### config.mk
export PLATFORM = sky130hd
export DESIGN_NAME = dt_peak_scan
export DESIGN_NICKNAME = d
export VERILOG_FILES = /design/src/rtl/dt_peak_scan.sv
export SDC_FILE = /design/constraint.sdc
export NUM_CORES = 1
export LEC_CHECK = 0
export ABC_AREA = 1
export CELL_PAD_IN_SITES_DETAIL_PLACEMENT = 0
export CELL_PAD_IN_SITES_GLOBAL_PLACEMENT = 1
export CORE_MARGIN = 5
export CORE_UTILIZATION = 35
export CTS_CLUSTER_SIZE = 40
export DETAILED_ROUTE_END_ITERATION = 6
export GPL_ROUTABILITY_DRIVEN = 0
export PLACE_DENSITY = 0.82
export SYNTH_ARGS = -nofsm -noshare
export SYNTH_HDL_FRONTEND = slang
export SYNTH_SLANG_ARGS = --single-unit
### constraint.sdc
create_clock -name clk -period 1.6 [get_ports clk]
set_clock_uncertainty 0.15 [all_clocks]
set_input_delay 0.24 -clock clk [delete_from_list [all_inputs] [get_ports clk]]
set_output_delay 0.24 -clock clk [all_outputs]
set_load 0.01 [all_outputs]
### src/rtl/dt_peak_scan.sv
// Raster scan of the distance-transform result map: packed threshold mask,
// map maximum with its first address, and object-pixel count.
module dt_peak_scan #(
    parameter int IMG_W  = 128,
    parameter int IMG_H  = 128,
    parameter int WORD_W = 16,
    localparam int NPIX    = IMG_W * IMG_H,
    localparam int PIX_AW  = $clog2(NPIX),
    localparam int BIT_AW  = $clog2(WORD_W),
    localparam int WORD_AW = PIX_AW - BIT_AW,
    localparam int CNT_W   = PIX_AW + 1
) (
    input  logic               clk,
    input  logic               reset,
    input  logic               start,
    input  logic [7:0]         thr,
    output logic               res_rd,
    output logic [PIX_AW-1:0]  res_addr,
    input  logic [7:0]         res_di,
    output logic               msk_wr,
    output logic [WORD_AW-1:0] msk_addr,
    output logic [WORD_W-1:0]  msk_do,
    output logic [7:0]         max_val,
    output logic [PIX_AW-1:0]  max_addr,
    output logic [CNT_W-1:0]   obj_cnt,
    output logic               busy,
    output logic               done
);

    typedef enum logic [1:0] {
        IDLE  = 2'd0,
        SCAN  = 2'd1,
        FLUSH = 2'd2,
        DONE  = 2'd3
    } state_t;

    state_t               state_r;
    state_t               state_next_s;
    logic [PIX_AW-1:0]    pix_cnt_r;
    logic [7:0]           thr_q_r;
    logic [WORD_W-1:0]    shift_r;
    logic                 res_rd_r;
    logic                 busy_r;
    logic                 done_r;
    logic                 msk_wr_r;
    logic [WORD_AW-1:0]   msk_addr_r;
    logic [WORD_W-1:0]    msk_do_r;
    logic [7:0]           max_val_r;
    logic [PIX_AW-1:0]    max_addr_r;
    logic [CNT_W-1:0]     obj_cnt_r;

    logic                 mask_bit_s;
    logic                 last_pix_s;
    logic                 word_end_s;
    logic                 start_ok_s;
    logic [WORD_W-1:0]    word_s;

    // Per-pixel decode of the current result-RAM word.
    always_comb begin
        mask_bit_s = (res_di != 8'd0) && (res_di >= thr_q_r);
        last_pix_s = (pix_cnt_r == PIX_AW'(NPIX - 1));
        word_end_s = &pix_cnt_r[BIT_AW-1:0];
        word_s     = {shift_r[WORD_W-2:0], mask_bit_s};
        start_ok_s = (state_r == IDLE) && start;
    end

    // Next-state logic; start is only honoured from IDLE.
    always_comb begin
        state_next_s = state_r;
        case (state_r)
            IDLE: begin
                if (start) begin
                    state_next_s = SCAN;
                end else begin
                    state_next_s = IDLE;
                end
            end
            SCAN: begin
                if (last_pix_s) begin
                    state_next_s = FLUSH;
                end else begin
                    state_next_s = SCAN;
                end
            end
            FLUSH:   state_next_s = DONE;
            DONE:    state_next_s = IDLE;
            default: state_next_s = IDLE;
        endcase
    end

    // State register.
    always_ff @(posedge clk or negedge reset) begin
        if (!reset) begin
            state_r <= IDLE;
        end else begin
            state_r <= state_next_s;
        end
    end

    // Status outputs registered from the next state so they align with it.
    always_ff @(posedge clk or negedge reset) begin
        if (!reset) begin
            res_rd_r <= 1'b0;
            busy_r   <= 1'b0;
            done_r   <= 1'b0;
        end else begin
            res_rd_r <= (state_next_s == SCAN);
            busy_r   <= (state_next_s != IDLE);
            done_r   <= (state_next_s == DONE);
        end
    end

    // Pixel address; returns to zero on leaving SCAN so res_addr idles at 0.
    always_ff @(posedge clk or negedge reset) begin
        if (!reset) begin
            pix_cnt_r <= {PIX_AW{1'b0}};
        end else if (state_r == SCAN) begin
            if (last_pix_s) begin
                pix_cnt_r <= {PIX_AW{1'b0}};
            end else begin
                pix_cnt_r <= pix_cnt_r + PIX_AW'(1);
            end
        end else begin
            pix_cnt_r <= {PIX_AW{1'b0}};
        end
    end

    // Statistics and mask shift register; results hold until the next start.
    always_ff @(posedge clk or negedge reset) begin
        if (!reset) begin
            thr_q_r    <= 8'd0;
            shift_r    <= {WORD_W{1'b0}};
            max_val_r  <= 8'd0;
            max_addr_r <= {PIX_AW{1'b0}};
            obj_cnt_r  <= {CNT_W{1'b0}};
        end else if (start_ok_s) begin
            thr_q_r    <= thr;
            shift_r    <= {WORD_W{1'b0}};
            max_val_r  <= 8'd0;
            max_addr_r <= {PIX_AW{1'b0}};
            obj_cnt_r  <= {CNT_W{1'b0}};
        end else if (state_r == SCAN) begin
            shift_r <= word_s;
            if (res_di != 8'd0) begin
                obj_cnt_r <= obj_cnt_r + CNT_W'(1);
            end
            // Strict compare keeps the earliest address on ties.
            if (res_di > max_val_r) begin
                max_val_r  <= res_di;
                max_addr_r <= pix_cnt_r;
            end
        end
    end

    // Mask word write, issued the cycle after a word's last pixel.
    always_ff @(posedge clk or negedge reset) begin
        if (!reset) begin
            msk_wr_r   <= 1'b0;
            msk_addr_r <= {WORD_AW{1'b0}};
            msk_do_r   <= {WORD_W{1'b0}};
        end else if ((state_r == SCAN) && word_end_s) begin
            msk_wr_r   <= 1'b1;
            msk_addr_r <= pix_cnt_r[PIX_AW-1:BIT_AW];
            msk_do_r   <= word_s;
        end else begin
            msk_wr_r   <= 1'b0;
        end
    end

    assign res_rd   = res_rd_r;
    assign res_addr = pix_cnt_r;
    assign msk_wr   = msk_wr_r;
    assign msk_addr = msk_addr_r;
    assign msk_do   = msk_do_r;
    assign max_val  = max_val_r;
    assign max_addr = max_addr_r;
    assign obj_cnt  = obj_cnt_r;
    assign busy     = busy_r;
    assign done     = done_r;

endmodule

# After elaboration in Yosys (flattened, before gate mapping)

Cells that the tools add are included.

Order comparisons: 2
Eq/ne operators: 6
Reduce and logical (&&, ||, !) cells: 12
Muxes and demuxes: 17
$add $sub $neg: 2

Operators by type and width:

| cell                    | number |
|---|---|
| $mux W15                | 5 |
| $mux W14                | 5 |
| $mux W8                 | 3 |
| $add A15 B1 Y15 const B | 1 |
| $add A14 B1 Y14 const B | 1 |
| $eq A14 B14 Y1 const B  | 1 |
| $ge A8 B8 Y1            | 1 |
| $gt A8 B8 Y1            | 1 |
| $pmux W2 S4             | 1 |
| $reduce_bool A2 Y1      | 4 |
| $reduce_bool A8 Y1      | 1 |
| $eq A2 B2 Y1 const B    | 3 |
| $eq A2 B1 Y1 const B    | 2 |
| $reduce_and A2 Y1       | 2 |
| $reduce_and A4 Y1       | 1 |
| $logic_and A1 B1 Y1     | 3 |
| $logic_not A2 Y1        | 1 |
| $mux W1                 | 2 |
| $mux W2                 | 1 |

Output and inout port bits: 81
Register bits after elaboration: 106
Input port bits: 19

# Logic depth before layout (Yosys ltp)

Depth after elaboration: 4
Depth in mapped cells: 13
Mapped depth without buffers: 12

# Worst setup path after synthesis

OpenSTA, ideal clock, no wires.

Kind: reg-to-reg
Start: reg max_val_r[7], in the netlist max_val[7]
End: reg max_addr_r[10], in the netlist max_addr[10]
Slack: -0.133 ns
Setup time: 0.118 ns
Stages on the path, launching flop included: 11
Arrival: 1.465 ns
Path buffers: 1
Cell sequence: dfrtp_1 inv_1 ha_1 nand2_1 nor2_1 nand2_1 nand2_1 nand2_1 buf_2 nand3_1 nand2_1

Cells in the longest elaborated chain, start to end: 3

Ends and longest elaborated chain:

| what                         | RTL line | text |
|---|---|---|
| start, declared              | 48       | `logic [7:0] max_val_r;` |
| start signal, assigned       | 149      | `max_val_r <= res_di;` |
| $gt A8 B8 Y1                 | 148      | `if (res_di > max_val_r) begin` |
| $reduce_bool A2 Y1 (no line) | n/a      |  |
| $reduce_and A2 Y1 (no line)  | n/a      |  |
| end signal, assigned         | 134      | `max_addr_r <= {PIX_AW{1'b0}};` |
| end signal, assigned         | 140      | `max_addr_r <= {PIX_AW{1'b0}};` |
| end signal, assigned         | 150      | `max_addr_r <= pix_cnt_r;` |
| end, declared                | 49       | `logic [PIX_AW-1:0] max_addr_r;` |

Every way passes these cells.
A chain may end at the register's enable or synchronous reset.

# Final worst setup path

Start: reg max_val_r[7], in the netlist max_val[7]
End: reg max_addr_r[11], in the netlist max_addr[11]

Same word-level chain as after synthesis.

==> impl_metrics.toml <==
[timing]
fin_crit_sh = 1.10
relSlewSlack = 0.762
worst_pin_slew_ns = 0.356
setup_viol = 22
fin_tns_setup_ns = -3.01
fmax_mhz = 570
setup_slack_ns = -0.155
finalHoldViolCount = 0
rsz0062_at_grt = "yes"
finalCriticalPeriod_ns = 1.76
slew_violations = 0

[floorplanning]
die_x_um = 130
ios = 100
die-area_um2 = 16800
floorplan.initialDensity = 0.359
die_y_um = 130
coreArea_um2 = 13900
rows = 43

[critical_path]
worstSetupEndpointType = "flop"
path_class = "flop to flop"
r2r-end = "max_addr[11]"
ff2ff_path_depth = 10
worst-path-max-fanout = 7
crit_end = "max_addr[11]"
rrSetupSlack_ns = -0.16
worstPathRequired_ns = 1.70
crit_start = "max_val[7]"
r2r_start = "max_val[7]"
crit_path_start_kind = "flop"
arrival_ns = 1.86

[grt]
grt_overflow = 0
grt_max_degree = 44
grt_pass1_wl_mm = 22.9
antenna_found_initial = 0
grt_pass1_vias = 4680
track_usage = 0.174

[finish]
drive_gt1_frac = 0.246
fin_nets = 804
final_area_um2 = 7490
antennaDiodeCount = 0
syn_to_final_growth_pct = 49.7
final_cells = 952
fin_util = 0.537

[synth]
syn_nets = 628
yosys-top-cells-count = "nand2_1 (162), dfrtp_1 (106), inv_1 (66)"
ys_async_sr_fraction = 1.00
synth_top_area_frac = 0.530
synth_edf_count = 0
yosysWarnings = 0
syn_inst = 591
yosysSeqAreaShare = 0.530
synth_seq_cells = 106
avgSynthCellArea_um2 = 8.47
synth.most_common_cell = "nand2_1"
synthFlopType = "dfrtp_1"
synth.distinct_cells = 29
syn-cell-area_um2 = 5000
synth_area_leaders = "dfrtp_1 (53%), nand2_1 (12%), nand3_1 (6.4%)"
synth_top_cell_by_area = "dfrtp_1"

[placed_design]
dpl.cell_count = 909
hpwl_mm = 10.1
place_ws_ns = -0.518
place_area_um2 = 6630
io_buffer_count = 99

[routing]
met1Wirelength_mm = 6.20
routed-wl-met3_um = 807
topRoutingLayerUsed = "met4"
wire_per_inst_um = 15.6
ant_nets = 0
route.met2.wl_mm = 7.53
dr.first_iter.drc_count = 292
vias = 4670
via_per_inst = 4.91
dr.pass1.iters = 4
drt_wl_total_mm = 14.8
drc = 0

[power_and_ir_drop]
power.density_nw_per_um2 = 1120
leakagePower_uw = 0.00392
ir_worst_vdd_v = 0.000658

[clock_tree]
cts_made_buffers = 9
clk_latency_ns = 0.36
ctsLongestPathBuffers = 2
htreeDepth = 3
cts-root-buf = "clkbuf_16"
cts_tree = "yes"
clock-sinks = 106
clk_pin_slew_ns = 0.07

[hold_path]
hp-class = "input pin to flop"
worstHoldPathCells = 3

[run_status]
status = "finished, violations left"
violations = "negative setup slack"

[flow_run]
cap_violations = 0
-- state kept, by name, summed over array words and instances (netlist names) --
register	flops
max_val	8
thr_q_r	8
done	1
obj_cnt	15
res_rd	1
shift_r	15
res_addr	14
state_r	2
msk_do	16
msk_addr	10
max_addr	14
busy	1
msk_wr	1
-- report_power, final --
group          internal (uW)  switching (uW)  leakage (uW)
clock                   1250            1100      0.000152
sequential              2980             215       0.00135
combinational           1310            1520       0.00242
total                   5540            2830       0.00392
-- layout by cell type (no fill, tap or decap), types with 13 or more instances in the layout --
cell type / instances
buf_4: 71
clkbuf_16: 13
dfrtp_1: 100
dlygate4sd2_1: 76
ha_1: 14
inv_1: 61
nand2_1: 147
nand3_1: 46
nand3_2: 17
nand4_1: 16
nor2_1: 29
o21ai_0: 26
o22ai_1: 13
-- per-layer routing --
metal  track usage  vias up
met3        0.0466       23
li1              -     2272
met4        0.0599        0
met2         0.297      116
met5             0        -
met1         0.212     2259
-- how the worst min path moves through the flow --
stage / slack [ns] / from / endpoint
finish: 0.09 / res_di[4] / max_val[4]
global route: 0.11 / res_di[4] / max_val[4]
CTS: 0.19 / reset / thr_q_r[5]
detailed placement: 0.02 / reset / thr_q_r[1]
global placement: 0.03 / reset / thr_q_r[1]
floorplan: -0.21 / reset / busy
-- stage by stage --
step / power (uW) / hold slack [ns]
2_1_floorplan: 4450 / -0.206
3_3_place_gp: 5680 / 0.0271
3_5_place_dp: 5770 / 0.0250
4_1_cts: 8100 / 0.188
5_1_grt: 8890 / 0.113
6_report: 8380 / 0.0883
-- cell families after synthesis --
family,Yosys count,share of synthesized area
xor+xnor,6,0.0105
buf+inv,92,0.0798
fa+ha+maj,18,0.0450
flops,106,0.530
simple gates,305,0.263
compound gates,64,0.0718
-- area by class of cell --
cell class              instances  area (um2)
fillers                      1278        6450
well taps                     180         225
clock buffers                  10         229
inverters                      71         273
multi-input cells             393        2310
clock inverters                 6        78.8
flip-flops and latches        106        2660
repair buffers                186        1720
-- what timing repair did --
item,4_1_cts,5_1_grt
cloned,0,4
hold endpoints to repair,92,0
buffers inserted,16,6
gates resized for setup,111,88
hold buffers,1,0
pin swaps,6,27
setup endpoints to repair,125,83
-- worst max-delay path, cell delays in order (launching register included) --
cell and delay, ns:
dfrtp_1 0.35, inv_1 0.05, ha_1 0.29, nand2_1 0.10, nor2_4 0.17, nand2_2 0.08
nand2_4 0.09, nand2_4 0.09, clkbuf_16 0.18, nand3_2 0.05, nand2_1 0.05
(Power assumes the default switching activity.)
